===== src/rtl/mem_word_initiator_pkg.sv =====
// ---------------------------------------------------------------------------
// mem_word_initiator_pkg
// Shared definitions for the word-to-byte memory initiator:
//   WORD_LEN       datapath word width
//   ADDR_LEN       byte address width
//   MEM_CELL_SIZE  memory cell (byte) width
//   state_t        2-bit FSM state encoding (IDLE -> HI -> LO -> RESP)
//   wdog_width()   width of the ack-wait counter for a given timeout
// ---------------------------------------------------------------------------
package mem_word_initiator_pkg;

    localparam int WORD_LEN      = 16;
    localparam int ADDR_LEN      = 16;
    localparam int MEM_CELL_SIZE = 8;

    typedef enum logic [1:0] {
        ST_IDLE = 2'd0,
        ST_HI   = 2'd1,
        ST_LO   = 2'd2,
        ST_RESP = 2'd3
    } state_t;

    // The counter only has to reach TIMEOUT-1; one extra code keeps the
    // width well-defined for TIMEOUT=1.
    function automatic int wdog_width(input int timeout);
        return (timeout < 2) ? 1 : $clog2(timeout + 1);
    endfunction

endpackage


===== src/rtl/mem_ack_watchdog.sv =====
// ---------------------------------------------------------------------------
// mem_ack_watchdog
// Counts cycles a byte transaction has waited for mem_ack and flags the cycle
// in which the wait budget runs out.
// Ports:
//   clk     in   clock
//   rst     in   synchronous active-high reset
//   clear   in   restart the count (entry into a new byte transaction)
//   tick    in   one more cycle spent waiting (mem_req high, no ack)
//   expire  out  this waiting cycle is the TIMEOUT-th one: abort now
// ---------------------------------------------------------------------------
module mem_ack_watchdog
    import mem_word_initiator_pkg::*;
#(
    parameter int TIMEOUT = 15
) (
    input  logic clk,
    input  logic rst,
    input  logic clear,
    input  logic tick,
    output logic expire
);

    localparam int               CNT_W = wdog_width(TIMEOUT);
    localparam logic [CNT_W-1:0] LAST  = CNT_W'(TIMEOUT - 1);

    logic [CNT_W-1:0] count_reg;

    always_ff @(posedge clk) begin
        if (rst || clear) begin
            count_reg <= '0;
        end else if (tick) begin
            count_reg <= count_reg + CNT_W'(1);
        end
    end

    // Combinational so the FSM can drop mem_req on the very edge that ends
    // the TIMEOUT-th waiting cycle.
    assign expire = tick && (count_reg == LAST);

endmodule


===== src/rtl/mem_word_initiator.sv =====
// ---------------------------------------------------------------------------
// mem_word_initiator
// Takes one 16-bit load/store from the datapath and performs it as two
// big-endian byte transactions (high byte at addr, low byte at addr+1) on a
// req/ack byte memory port, then returns a one-cycle completion pulse.
// Ports:
//   clk, rst                       clock, synchronous active-high reset
//   cpu_req_valid/ready            request handshake (ready only in IDLE)
//   cpu_req_we/addr/wdata          store flag, high-byte address, store word
//   cpu_resp_valid                 one-cycle completion pulse
//   cpu_resp_rdata                 load word (0 for stores and errors), held
//   cpu_resp_err                   ack timeout, qualified by cpu_resp_valid
//   mem_req/we/addr/wdata          byte transaction to memory (registered)
//   mem_ack/rdata                  byte completion and read byte
// ---------------------------------------------------------------------------
module mem_word_initiator #(
    parameter int WORD_LEN = mem_word_initiator_pkg::WORD_LEN,
    parameter int ADDR_LEN = mem_word_initiator_pkg::ADDR_LEN,
    parameter int CELL_LEN = mem_word_initiator_pkg::MEM_CELL_SIZE,
    parameter int TIMEOUT  = 15
) (
    input  logic                clk,
    input  logic                rst,
    input  logic                cpu_req_valid,
    output logic                cpu_req_ready,
    input  logic                cpu_req_we,
    input  logic [ADDR_LEN-1:0] cpu_req_addr,
    input  logic [WORD_LEN-1:0] cpu_req_wdata,
    output logic                cpu_resp_valid,
    output logic [WORD_LEN-1:0] cpu_resp_rdata,
    output logic                cpu_resp_err,
    output logic                mem_req,
    output logic                mem_we,
    output logic [ADDR_LEN-1:0] mem_addr,
    output logic [CELL_LEN-1:0] mem_wdata,
    input  logic                mem_ack,
    input  logic [CELL_LEN-1:0] mem_rdata
);

    import mem_word_initiator_pkg::state_t;
    import mem_word_initiator_pkg::ST_IDLE;
    import mem_word_initiator_pkg::ST_HI;
    import mem_word_initiator_pkg::ST_LO;
    import mem_word_initiator_pkg::ST_RESP;

    state_t              state_reg;
    logic                mem_req_reg;
    logic                mem_we_reg;
    logic [ADDR_LEN-1:0] mem_addr_reg;
    logic [CELL_LEN-1:0] mem_wdata_reg;
    logic [CELL_LEN-1:0] wdata_lo_reg;   // low store byte, parked during HI
    logic [CELL_LEN-1:0] hi_byte_reg;    // high load byte, captured in HI
    logic                resp_valid_reg;
    logic                resp_err_reg;
    logic [WORD_LEN-1:0] resp_rdata_reg;

    logic accept;
    logic wd_clear;
    logic wd_tick;
    logic wd_expire;

    assign accept = cpu_req_valid && (state_reg == ST_IDLE);

    // Restart the wait budget whenever a byte transaction begins: on accept
    // (entering HI) and on the high-byte ack (entering LO).
    assign wd_clear = accept || ((state_reg == ST_HI) && mem_ack);
    // mem_req is only ever high in HI/LO, so it alone qualifies a wait cycle;
    // acks arriving while mem_req is low never reach the FSM either.
    assign wd_tick  = mem_req_reg && !mem_ack;

    mem_ack_watchdog #(
        .TIMEOUT (TIMEOUT)
    ) u_watchdog (
        .clk    (clk),
        .rst    (rst),
        .clear  (wd_clear),
        .tick   (wd_tick),
        .expire (wd_expire)
    );

    always_ff @(posedge clk) begin
        if (rst) begin
            state_reg      <= ST_IDLE;
            mem_req_reg    <= 1'b0;
            mem_we_reg     <= 1'b0;
            mem_addr_reg   <= '0;
            mem_wdata_reg  <= '0;
            wdata_lo_reg   <= '0;
            hi_byte_reg    <= '0;
            resp_valid_reg <= 1'b0;
            resp_err_reg   <= 1'b0;
            resp_rdata_reg <= '0;
        end else begin
            resp_valid_reg <= 1'b0;
            resp_err_reg   <= 1'b0;
            case (state_reg)
                ST_IDLE: begin
                    if (accept) begin
                        state_reg     <= ST_HI;
                        mem_req_reg   <= 1'b1;
                        mem_we_reg    <= cpu_req_we;
                        mem_addr_reg  <= cpu_req_addr;
                        mem_wdata_reg <= cpu_req_wdata[WORD_LEN-1:CELL_LEN];
                        wdata_lo_reg  <= cpu_req_wdata[CELL_LEN-1:0];
                    end
                end
                ST_HI: begin
                    if (mem_ack) begin
                        // Move straight to the low byte; mem_req stays high so
                        // there is no idle cycle between the two bytes.
                        state_reg     <= ST_LO;
                        hi_byte_reg   <= mem_rdata;
                        mem_addr_reg  <= mem_addr_reg + ADDR_LEN'(1);
                        mem_wdata_reg <= wdata_lo_reg;
                    end else if (wd_expire) begin
                        state_reg      <= ST_RESP;
                        mem_req_reg    <= 1'b0;
                        resp_valid_reg <= 1'b1;
                        resp_err_reg   <= 1'b1;
                        resp_rdata_reg <= '0;
                    end
                end
                ST_LO: begin
                    if (mem_ack) begin
                        state_reg      <= ST_RESP;
                        mem_req_reg    <= 1'b0;
                        resp_valid_reg <= 1'b1;
                        resp_rdata_reg <= mem_we_reg ? '0 : {hi_byte_reg, mem_rdata};
                    end else if (wd_expire) begin
                        // A store keeps its already-written high byte.
                        state_reg      <= ST_RESP;
                        mem_req_reg    <= 1'b0;
                        resp_valid_reg <= 1'b1;
                        resp_err_reg   <= 1'b1;
                        resp_rdata_reg <= '0;
                    end
                end
                ST_RESP: begin
                    state_reg <= ST_IDLE;
                end
                default: begin
                    state_reg <= ST_IDLE;
                end
            endcase
        end
    end

    assign cpu_req_ready  = (state_reg == ST_IDLE);
    assign cpu_resp_valid = resp_valid_reg;
    assign cpu_resp_rdata = resp_rdata_reg;
    assign cpu_resp_err   = resp_err_reg;
    assign mem_req        = mem_req_reg;
    assign mem_we         = mem_we_reg;
    assign mem_addr       = mem_addr_reg;
    assign mem_wdata      = mem_wdata_reg;

endmodule

===== config.mk =====
export PLATFORM = sky130hd
export DESIGN_NAME = mem_word_initiator
export DESIGN_NICKNAME = d
export VERILOG_FILES = /design/src/rtl/mem_word_initiator_pkg.sv /design/src/rtl/mem_ack_watchdog.sv /design/src/rtl/mem_word_initiator.sv
export SDC_FILE = /design/constraint.sdc
export NUM_CORES = 1
export LEC_CHECK = 0
export ABC_AREA = 1
export CORE_MARGIN = 1.5
export CORE_UTILIZATION = 51
export DETAILED_ROUTE_END_ITERATION = 12
export GPL_TIMING_DRIVEN = 1
export PLACE_DENSITY = 0.95
export SYNTH_ARGS = -nofsm -noshare
export SYNTH_HDL_FRONTEND = slang
export SYNTH_SLANG_ARGS = --single-unit

===== constraint.sdc =====
create_clock -name clk -period 5.3 [get_ports clk]
set_input_delay 1.06 -clock clk [delete_from_list [all_inputs] [get_ports clk]]
set_output_delay 1.06 -clock clk [all_outputs]
set_load 0.005 [all_outputs]

==> results of run 1 <==
[Yosys cell counts (all sizes together), types with 2 or more instances]
cell type	n	area share, %
clkbuf	11	1.3
nand4	3	0.60
a21oi	36	5.8
inv	34	4.1
buf	9	1.5
nor2	85	10
dfxtp	66	42
nand3	22	3.7
ha	9	3.6
o21ai	38	6.1
a22o	2	0.56
a31oi	9	1.8
nor4	2	0.88
nand3b	2	0.48
nand2	123	15
nor3	2	0.32
[worst min path at each step]
stage                            start                 end  slack [ns]  depth (start not counted)
floorplan               hi_byte_reg[2]  cpu_resp_rdata[10]        0.44                          2
global placement    cpu_resp_rdata[12]  cpu_resp_rdata[12]        0.45                          2
detailed placement   cpu_resp_rdata[4]   cpu_resp_rdata[4]        0.46                          2
CTS                  cpu_resp_rdata[8]   cpu_resp_rdata[8]        0.47                          2
global route         cpu_resp_rdata[4]   cpu_resp_rdata[4]        0.49                          2
finish               cpu_resp_rdata[4]   cpu_resp_rdata[4]        0.46                          2
[per-layer routing]
layer | wire length, um | part of all wire, % | global-route usage (%)
met4 | 290 | 3.4 | 15.7
met3 | 565 | 6.6 | 5.96
met2 | 4230 | 50 | 47.0
met1 | 3420 | 40 | 31.7
met5 | 0 | 0 | 0
[power breakdown]
part | switching [W] | internal [W]
registers | 0.0000459 | 0.000546
logic | 0.000173 | 0.000152
clock network | 0.000183 | 0.000269
[logic make-up after synthesis]
logic type                 after synthesis  share of synthesized area (%)
xor gates and xnor gates                 1                          0.281
adders and majority gates                9                           3.62
AOI/OAI and AO/OA                       89                           15.4
buffers and inverters                   55                           7.03
and+or+nand+nor                        240                           31.3
DFF                                     66                           42.4
[area by class of cell]
cell class | count | area [um^2] | share of cell area [%]
multi-input cells | 339 | 1570 | 37.1
flip-flops and latches | 66 | 1320 | 31.2
repair buffers | 91 | 906 | 21.4
clock buffers | 15 | 186 | 4.40
inverters | 35 | 131 | 3.10
well taps | 75 | 93.8 | 2.21
clock inverters | 1 | 30.0 | 0.708
[worst min-delay path, stage by stage (launching register included)]
cell,delay (ns)
dfxtp_1,0.31
nand2_1,0.06
a21oi_1,0.05
[metrics by stage]
stage | instances | utilization [%] | area (um^2) | setup slack (ns)
global route | 622 | 71.6 | 4240 | 1.89
detailed placement | 606 | 68.0 | 4030 | 2.06
floorplan | 460 | - | 3110 | 3.25
finish | 622 | 71.6 | 4240 | 2.25
global placement | 606 | 68.0 | 4030 | 2.23
CTS | 622 | 71.6 | 4240 | 2.32
==> flow_metrics.env, run 1 <==
export IMPL_start_util_pct=52.6
export IMPL_rr_worst_depth=11
export IMPL_worstSetupPathDepth=11
export IMPL_overflow=0
export IMPL_netlist_area_um2=3110
export IMPL_crit_slowest_cell="inv_2"
export IMPL_num_io_pins=90
export IMPL_vias=3389
export IMPL_power_w=0.00137
export IMPL_slew_viol_final=0
export IMPL_cts_tree="done"
export IMPL_holdWs_ns=0.464
export IMPL_path_buf_inv=4
export IMPL_diodes=0
export IMPL_finalCriticalPeriod_ns=3.05
export IMPL_crit_path_end_kind="register"
export IMPL_critPathKind="reg -> reg"
export IMPL_yosysSeqAreaShare_pct=42.4
export IMPL_synth_warning_count=0
export IMPL_critPathArrivalTime_ns=3.27
export IMPL_fp_dieH_um=81.1
export IMPL_die_area_um2=6580
export IMPL_row_count=28
export IMPL_power_density_nw_per_um2=323
export IMPL_cts_repair_resized=0
export IMPL_core_um2=5920
export IMPL_syn_area_per_cell_um2=6.77
export IMPL_crit_required_ns=5.52
export IMPL_fp_dieW_um=81.1
export IMPL_crit_end="mem_addr[4]"
export IMPL_post_route_period_util_pct=57.6
export IMPL_drt_first_pass_iters=7
export IMPL_clock_latency_ns=0.35
export IMPL_grt_max_degree=36
export IMPL_place_congestion=0.829
export IMPL_startpoint_type="register"
export IMPL_layout_nets=596
export IMPL_num_fill_cells=471
export IMPL_hp_class="reg -> reg"
export IMPL_finalWirelength_um=8510
export IMPL_htree_levels=3
export IMPL_clk_pin_slew_ns=0.07
export IMPL_worstSetupStartpoint="state_reg[1]"
export IMPL_r2r_end="mem_addr[4]"
export IMPL_r2r_slack_ns=2.25
export IMPL_final_common_cell="nand2_1"
export IMPL_syn_to_final_growth_pct=36.3
export IMPL_gr_usage_all_layers_pct=27.5
export IMPL_ant_nets=0
export IMPL_syn_inst=460
export IMPL_hold_buffers=0
export IMPL_cp_cell_sequence="inv_1 -> ha_1 -> buf_4 -> inv_2 -> nor2_1 -> nor2_1 -> nand2_1 -> inv_2 -> o21ai_0 -> nand2_1 -> a21oi_1"
export IMPL_path_max_fanout=31
export IMPL_synthFlopType="dfxtp_1"
export IMPL_power_leakage_nw=1.66
export IMPL_clockBufferDepth=2
export IMPL_wire_per_inst_um=13.7
export IMPL_cts_root_buffer="clkbuf_8"
export IMPL_finClkSkew_ns=0.0102
export IMPL_rsz0062_at_grt="false"
export IMPL_clock_sinks=66
export IMPL_maxCapViolations=0
export IMPL_crit_path_max_incr_delay_ns=0.53
export IMPL_final_cell_mix="123 x nand2_1, 89 x clkdlybuf4s50_1, 85 x nor2_1"
export IMPL_synthesis_nets=514
export IMPL_ys_seq_elements=66
export IMPL_reg2reg_from="state_reg[1]"
export IMPL_first_iter_violations=296
export IMPL_async_reset_ff_share_pct=0
export IMPL_max_vdd_ir_drop_mv=0.215
export IMPL_worst_pin_slew_ns=0.842
export IMPL_final_hold_violation_count=0
export IMPL_cp_top_family="buffers and inverters"
export IMPL_antenna_found_initial=0
export IMPL_cts_buffers=9
export IMPL_synth_edf_count=0
export IMPL_grt_pass1_wl_um=13900
export IMPL_max_freq_mhz=327
export IMPL_final_layout_size_suffix_gt1_share_pct=4.20
export IMPL_drcViolationCount=0
export IMPL_status="finished clean"
export IMPL_setup_viol=0
export IMPL_io_buffers=89
export IMPL_dpl_hpwl_um=5770
export IMPL_timing_slew_headroom_pct=43.5
export IMPL_post_cts_setup_buffers=0
export IMPL_via_per_inst=5.45
export IMPL_finalSetupTns_ns=0
export IMPL_synthDistinctLibCells=29
export IMPL_first_global_vias=3197
Note: power is estimated with default switching activity, not from simulation.
==> run 2, diff against run 1 <==
--- a/config.mk
+++ b/config.mk
@@ -7,10 +7,10 @@
 export LEC_CHECK = 0
 export ABC_AREA = 1
 export CORE_MARGIN = 1.5
-export CORE_UTILIZATION = 51
+export CORE_UTILIZATION = 43
 export DETAILED_ROUTE_END_ITERATION = 12
 export GPL_TIMING_DRIVEN = 1
-export PLACE_DENSITY = 0.95
+export PLACE_DENSITY = 0.88
 export SYNTH_ARGS = -nofsm -noshare
 export SYNTH_HDL_FRONTEND = slang
 export SYNTH_SLANG_ARGS = --single-unit
==> constraint.sdc (replaced) <==
create_clock -name clk -period 2.48 [get_ports clk]
set_input_delay 0.496 -clock clk [delete_from_list [all_inputs] [get_ports clk]]
set_output_delay 0.496 -clock clk [all_outputs]
set_load 0.005 [all_outputs]
==> run 2 against run 1 <==
Worst setup slack got worse by 1.9 ns. Clock skew fell by 0.0014 ns. Via count fell by 3.0%. Cell count rose by 4.2%. Critical path depth fell by 8. Largest cell class unchanged.
==> flow_metrics.env, run 2 (synthesis gave the netlist of run 1 again) <==
export IMPL_ant_nets=0
export IMPL_finalSetupTns_ns=0
export IMPL_swShare_pct=30.3
export IMPL_crit_end="cpu_req_ready"
export IMPL_finalCriticalPeriod_ns=2.12
export IMPL_io_buffers=89
export IMPL_rsz0062_at_grt="false"
export IMPL_clockBufferDepth=2
export IMPL_maxCapViolations=0
export IMPL_pwr_share_comb_pct=24.6
export IMPL_row_count=30
export IMPL_final_hold_violation_count=0
export IMPL_clock_sinks=66
export IMPL_drcViolationCount=0
export IMPL_r2r_end="cpu_resp_rdata[10]"
export IMPL_crit_path_end_kind="output pin"
export IMPL_cp_cell_sequence="inv_1 -> ha_1 -> clkdlybuf4s50_1"
export IMPL_seqPwrFrac_pct=44.1
export IMPL_cts_root_buffer="clkbuf_8"
export IMPL_pre_cts_slack_ns=0.285
export IMPL_hp_class="reg -> reg"
export IMPL_antenna_found_initial=0
export IMPL_status="finished clean"
export IMPL_power_density_nw_per_um2=669
export IMPL_fp_dieH_um=88.1
export IMPL_power_switching_w=0.000867
export IMPL_timing_slew_headroom_pct=72.4
export IMPL_overflow=0
export IMPL_slew_viol_final=0
export IMPL_final_common_cell="nand2_1"
export IMPL_final_layout_size_suffix_gt1_share_pct=5.07
export IMPL_wire_per_inst_um=12.7
export IMPL_rr_worst_depth=8
export IMPL_cts_buffers=9
export IMPL_critPathArrivalTime_ns=1.63
export IMPL_utilization_pct=62.0
export IMPL_holdWs_ns=0.465
export IMPL_layout_nets=601
export IMPL_path_buf_inv=2
export IMPL_clock_latency_ns=0.34
export IMPL_post_cts_setup_buffers=0
export IMPL_final_cell_mix="123 x nand2_1, 89 x clkdlybuf4s50_1, 85 x nor2_1"
export IMPL_startpoint_type="register"
export IMPL_start_util_pct=45.1
export IMPL_path_max_fanout=5
export IMPL_finClkSkew_ns=0.00878
export IMPL_power_leakage_nw=1.67
export IMPL_setup_ws_ns=0.358
export IMPL_finalWirelength_um=8250
export IMPL_syn_to_final_growth_pct=37.7
export IMPL_worst_pin_slew_ns=0.414
export IMPL_fp_dieW_um=88.1
export IMPL_crit_slowest_cell="clkdlybuf4s50_1"
export IMPL_vias=3288
export IMPL_setup_viol=0
export IMPL_cts_tree="done"
export IMPL_drt_first_pass_iters=4
export IMPL_clk_pin_slew_ns=0.07
export IMPL_r2r_slack_ns=0.39
export IMPL_cts_repair_resized=0
export IMPL_hold_buffers=0
export IMPL_via_per_inst=5.07
export IMPL_crit_path_max_incr_delay_ns=0.53
export IMPL_p_int_w=0.00200
export IMPL_p_clk_share_pct=31.3
export IMPL_grt_max_degree=35
export IMPL_gr_usage_all_layers_pct=22.0
export IMPL_diodes=0
export IMPL_worstSetupStartpoint="state_reg[1]"
export IMPL_critPathKind="reg -> out"
export IMPL_min_from="cpu_resp_rdata[15]"
export IMPL_max_freq_mhz=471
export IMPL_grt_pass1_wl_um=13300
export IMPL_post_route_period_util_pct=85.6
export IMPL_htree_levels=3
export IMPL_max_vdd_ir_drop_mv=0.344
export IMPL_first_iter_violations=187
export IMPL_worstSetupPathDepth=3
export IMPL_first_global_vias=3028
export IMPL_place_congestion=0.856
export IMPL_dpl_hpwl_um=6010
export IMPL_num_io_pins=90
export IMPL_reg2reg_from="state_reg[1]"
export IMPL_core_um2=6910
export IMPL_die_area_um2=7760
export IMPL_cp_top_family="buffers and inverters"
export IMPL_crit_required_ns=1.98
run 2: how the worst min path moves through the flow:
stage / slack, ns / to / cells after the start
after floorplan: 0.44 / cpu_resp_rdata[10] / 2
after global placement: 0.45 / cpu_resp_rdata[13] / 2
after detailed placement: 0.46 / cpu_resp_rdata[15] / 2
after CTS: 0.47 / cpu_resp_rdata[12] / 2
after global routing: 0.48 / cpu_resp_rdata[15] / 2
final: 0.46 / cpu_resp_rdata[15] / 2
run 2: power by group through the flow:
stage          combinational, W  sequential (W)  clock, W
6_report               0.000704         0.00126  0.000897
5_1_grt                0.000788         0.00128  0.000959
3_5_place_dp           0.000700         0.00129         0
4_1_cts                0.000704         0.00126  0.000913
3_3_place_gp           0.000676         0.00128         0
2_1_floorplan          0.000383         0.00127         0
run 2: final cells by class:
cell class	count	area [um^2]
Fill cell	643	2620
Tap cell	96	120
Inverter	35	131
Timing Repair Buffer	96	943
Clock buffer	12	145
Multi-Input combinational cell	339	1570
Clock inverter	4	51.3
Sequential cell	66	1320
run 2: worst register-to-register path, stage by stage, from the launching register on:
cell	delay [ns]
dfxtp_1	0.42
inv_1	0.13
ha_1	0.31
nand2_1	0.32
inv_2	0.18
nor4_4	0.18
buf_4	0.25
nand2_1	0.07
a21oi_1	0.16
run 2: layer usage:
| layer | GRT usage [%] | part of all wire (%) |
|---|---|---|
| met1 | 25.7 | 42 |
| met4 | 8.81 | 1.6 |
| met5 | 0 | 0 |
| met2 | 38.0 | 51 |
| met3 | 6.03 | 5.4 |
run 2: metrics by stage:
step                      instance area, um^2  cells  power (W)
after floorplan                          3110    460    0.00165
after global placement                   4090    632    0.00196
after detailed placement                 4090    632    0.00199
after CTS                                4290    648    0.00288
after global routing                     4290    648    0.00303
final                                    4290    648    0.00286
==> variant 1: new RTL, flow settings as in run 2 <==
Put one more register stage on the output `cpu_resp_err`, with the module's reset. The value now appears one clock later. The other outputs are not delayed to match.
--- a/src/rtl/mem_word_initiator.sv
+++ b/src/rtl/mem_word_initiator.sv
@@ -150,3 +150,9 @@
     assign cpu_resp_rdata = resp_rdata_reg;
-    assign cpu_resp_err   = resp_err_reg;
+    always_ff @(posedge clk) begin
+        if (rst) begin
+            cpu_resp_err <= '0;
+        end else begin
+            cpu_resp_err <= resp_err_reg;
+        end
+    end
     assign mem_req        = mem_req_reg;
Check against the original RTL: same outputs for any inputs over 10 cycles, from zero or initial values and one cycle with rst high; that may be too few to reach the edited logic, so the function may still have changed.
==> variant 1 against run 2 <==
Worst setup slack better by 10 ps. Routed wire length increased by 1.8%. Total power is 0.44% higher. Sequential cell count increased by 1. Via count about the same. Cell count up 0.31%. Maximum frequency is 0.48% higher. Die area is 1.1% higher. Critical path depth is the same. Area after synthesis increased by 1.1%. Cell area rose by 0.44%. Worst hold slack worse by 57 ps. Critical endpoint unchanged.
==> variant 1: results (changes against run 2) <==
worst_hold_path:
  holdPathEnd: "cpu_resp_err"
  min_from: "resp_err_reg"
  holdPathStages: 2  # unchanged
pwr:
  irDropWorstVdd_uv: 397.2  # +15%
  power_switching_share_pct: 30.11  # -0.15 points
setup_path:
  critPathLaunch: "state_reg[0]"
  worst-path-max-fanout: 4  # -1
detailed_routing:
  drt-total-wl_mm: 8.398  # +1.8%
  dr.pass1.iters: 5  # +1
  vias: 3289  # +0.030%
  drtIter0Drc: 131  # -30%
layout:
  nNetsFinal: 600  # -0.17%
  drive_gt1_share_pct: 5.445  # +0.37 points
  n_fill_cell: 620  # -3.6%
logic_synthesis:
  synth-xor-area-share_pct: 0.2782  # -0.0031 points
  yosysSeqAreaShare_pct: 42.61  # +0.16 points
  netlist_top_cells_count: "nand2_1, nor2_1, dfxtp_1"
  yosysUniqueCellTypes: 30  # +3.4%
  synthAdderAreaFrac_pct: 3.577  # -0.040 points
  synth.area.top_cells: "dfxtp_1, nand2_1, nor2_1, o21ai_0, a21oi_1"
outcome:
  status: "completed"
sta:
  relSlewSlack_pct: 71.47  # -0.88 points
  worst_slack_ps: 367.6  # +10.10 ps
  clock-skew-final_ps: 11.06  # +2.281 ps
placed_design:
  place_ws_ps: 264.5  # -20.22 ps
  dp_hpwl_mm: 5.974  # -0.58%
global_routing:
  grt_pass1_vias: 3104  # +2.5%
## variant 1: critical path, stage by stage, from the launching register on
cell and delay (ps):
dfxtp_1 350, inv_1 150, ha_1 260, clkdlybuf4s50_1 530
## variant 1: metal layers
layer  part of all wire, %  vias to the layer above  track usage, %
met5                     0                        -               0
met1                    41                     1515           25.40
met3                   5.3                       10           5.224
li1                      -                     1659               -
met2                    52                      105           37.96
met4                   1.3                        0           10.80
## variant 1: through the flow
| stage | hold WS [ps] | instances | cell area, sq um |
|---|---|---|---|
| after floorplan | 388.3 | 460 | 3148 |
| after global placement | 394.2 | 634 | 4110 |
| after detailed placement | 394.7 | 634 | 4110 |
| after CTS | 404.8 | 650 | 4304 |
| after global routing | 425.5 | 650 | 4304 |
| final | 408.0 | 650 | 4304 |
## variant 1: area by class of cell
class	count	area share (%)
flip-flops and latches	67	31.16
clock buffers	12	3.372
well taps	99	2.878
repair buffers	95	21.74
clock inverters	4	1.134
inverters	35	3.052
multi-input cells	338	36.66
==> variant 2: new RTL, config.mk and constraints of run 2 <==
Made on the original files. `TIMEOUT` is set to 15 in 2 places; all go to 14.
--- a/src/rtl/mem_ack_watchdog.sv
+++ b/src/rtl/mem_ack_watchdog.sv
@@ -14,3 +14,3 @@
 #(
-    parameter int TIMEOUT = 15
+    parameter int TIMEOUT = 14
 ) (
--- a/src/rtl/mem_word_initiator.sv
+++ b/src/rtl/mem_word_initiator.sv
@@ -19,3 +19,3 @@
     parameter int CELL_LEN = mem_word_initiator_pkg::MEM_CELL_SIZE,
-    parameter int TIMEOUT  = 15
+    parameter int TIMEOUT  = 14
 ) (
Formal check against the unedited RTL: same outputs for any inputs over 10 cycles, from zero or initial values and one cycle with rst high; that may be too few to reach the edited logic, so the function may still have changed.
==> variant 2 against run 2 <==
Clock skew rose by 2.5 ps. Sequential cell count unchanged. Sequential share of layout area is 0.24 points lower. Routed wire length rose by 5.3%. Area after synthesis is 0.36% higher. Worst setup slack gained 10 ps. First-iteration DRC count is 21% higher. Global-route usage up 1.4 points. Total power increased by 5.5%. Die area up 0.35%. Count of clock-buffer cells in the layout unchanged. Cell area increased by 0.79%. Register-to-register slack improved by 80 ps.
==> variant 2: results (changes against run 2) <==
logic_synthesis:
  synth-xor-area-share_pct: 0.8410  # +0.56 points
  netlist_top_cells_count: "nand2_1, nor2_1, dfxtp_1"
  synth_compound_area_share_pct: 15.06  # -0.30 points
  synthMuxAreaShare_pct: 0  # unchanged
  syn-num-nets: 507  # -1.4%
  synthAdderAreaFrac_pct: 3.604  # -0.013 points
  yosysUniqueCellTypes: 32  # +10%
  synth.area.top_cells: "dfxtp_1, nand2_1, nor2_1, o21ai_0, a21oi_1"
  yosysSeqAreaShare_pct: 42.29  # -0.15 points
  async_reset_ff_share_pct: 0  # unchanged
detailed_routing:
  drtIter0Drc: 226  # +21%
  met2_length_mm: 4.376  # +4.5%
  wirelength_met1_mm: 3.673  # +5.4%
  via_per_inst: 5.098  # +0.48%
  wl_per_cell_um: 13.56  # +6.4%
  dr.pass1.iters: 5  # +1
  routed-wl-met3_um: 494  # +10%
placed_design:
  dp_hpwl_mm: 6.020  # +0.19%
  place_ws_ps: 234.1  # -50.63 ps
  io_buffers: 89  # unchanged
  gp_congestion: 0.8675  # +1.4%
layout:
  diodes: 0  # unchanged
  nNetsFinal: 594  # -1.2%
  nMultiInputCombCells: 336  # -0.88%
  n_fill_cell: 627  # -2.5%
  buffer_area_share_pct: 21.84  # -0.17 points
  multi_input_area_sq_mm: 0.001589  # +1.0%
  buffers_excl_clock: 96  # unchanged
  clkCellAreaFrac_pct: 5.301  # +0.72 points
  n_all_inverters: 31  # -11%
  drive_gt1_share_pct: 6.055  # +0.98 points
worst_hold_path:
  min_from: "cpu_resp_rdata[2]"
  holdPathEnd: "cpu_resp_rdata[2]"
  holdPathStages: 2  # unchanged
global_routing:
  use_met2_pct: 41.64  # +3.7 points
  grt_pass1_vias: 3120  # +3.0%
  grt_util_met1_pct: 27.77  # +2.0 points
  track_usage_pct: 23.39  # +1.4 points
  grt_max_degree: 34  # -2.9%
  use_met3_pct: 4.011  # -2.0 points
  grt_pass1_wl_mm: 14.16  # +6.1%
setup_path:
  r2r_slack_ps: 470  # +80 ps
  critPathArrivalTime_ps: 1620
  worst-path-max-fanout: 5  # unchanged
  r2r-end: "cpu_resp_rdata[0]"
pwr:
  internal-power_mw: 2.130  # +6.6%
  p_clk_share_pct: 34.5  # +3.2 points
  p_leak_nw: 1.699  # +1.7%
  irDropWorstVdd_uv: 464.2  # +35%
sta:
  clock-skew-final_ps: 11.26  # +2.483 ps
  tightest_slew_ps: 416.0  # +1.894 ps
  fin_crit_sh_pct: 85.17  # -0.42 points
job:
  max-cap-violations: 0  # unchanged
clock_network:
  cts_sinks: 66  # unchanged
  cts_buffers: 9  # unchanged
  cts_buffer_depth: 2  # unchanged
  cts_root_buffer: "clkbuf_8"
outcome:
  status: "completed"
==> variant 2: cell types whose count changed after synthesis, moves of 2 or more <==
| cell | change |
|---|---|
| nand2_1 | -5 |
| buf_6 | +2 |
| nor2_1 | -2 |
| a21oi_1 | -2 |
| inv_1 | -5 |
| xor2_1 | +2 |
| nand3_1 | +3 |
==> variant 2: through the flow <==
step                power [mW]  hold WS [ps]  std cells  cell area, sq um
finish                   3.022         465.9        641              4319
global route             3.176         479.8        641              4319
CTS                      3.027         470.1        641              4319
detailed placement       1.994         456.0        625              4090
global placement         1.966         449.4        625              4090
floorplan                1.659         443.8        453              3124
==> variant 2: logic make-up after synthesis <==
group                    Yosys count
flip-flops                        66
buffers and inverters             51
adder cells (fa/ha/maj)            9
AO/OA/AOI/OAI                     86
AND/OR/NAND/NOR                  238
XOR/XNOR                           3
==> variant 2: worst max-delay path, stage by stage (launching register included) <==
cell	delay, ps
dfxtp_1	360
inv_1	130
ha_1	250
clkdlybuf4s50_1	530
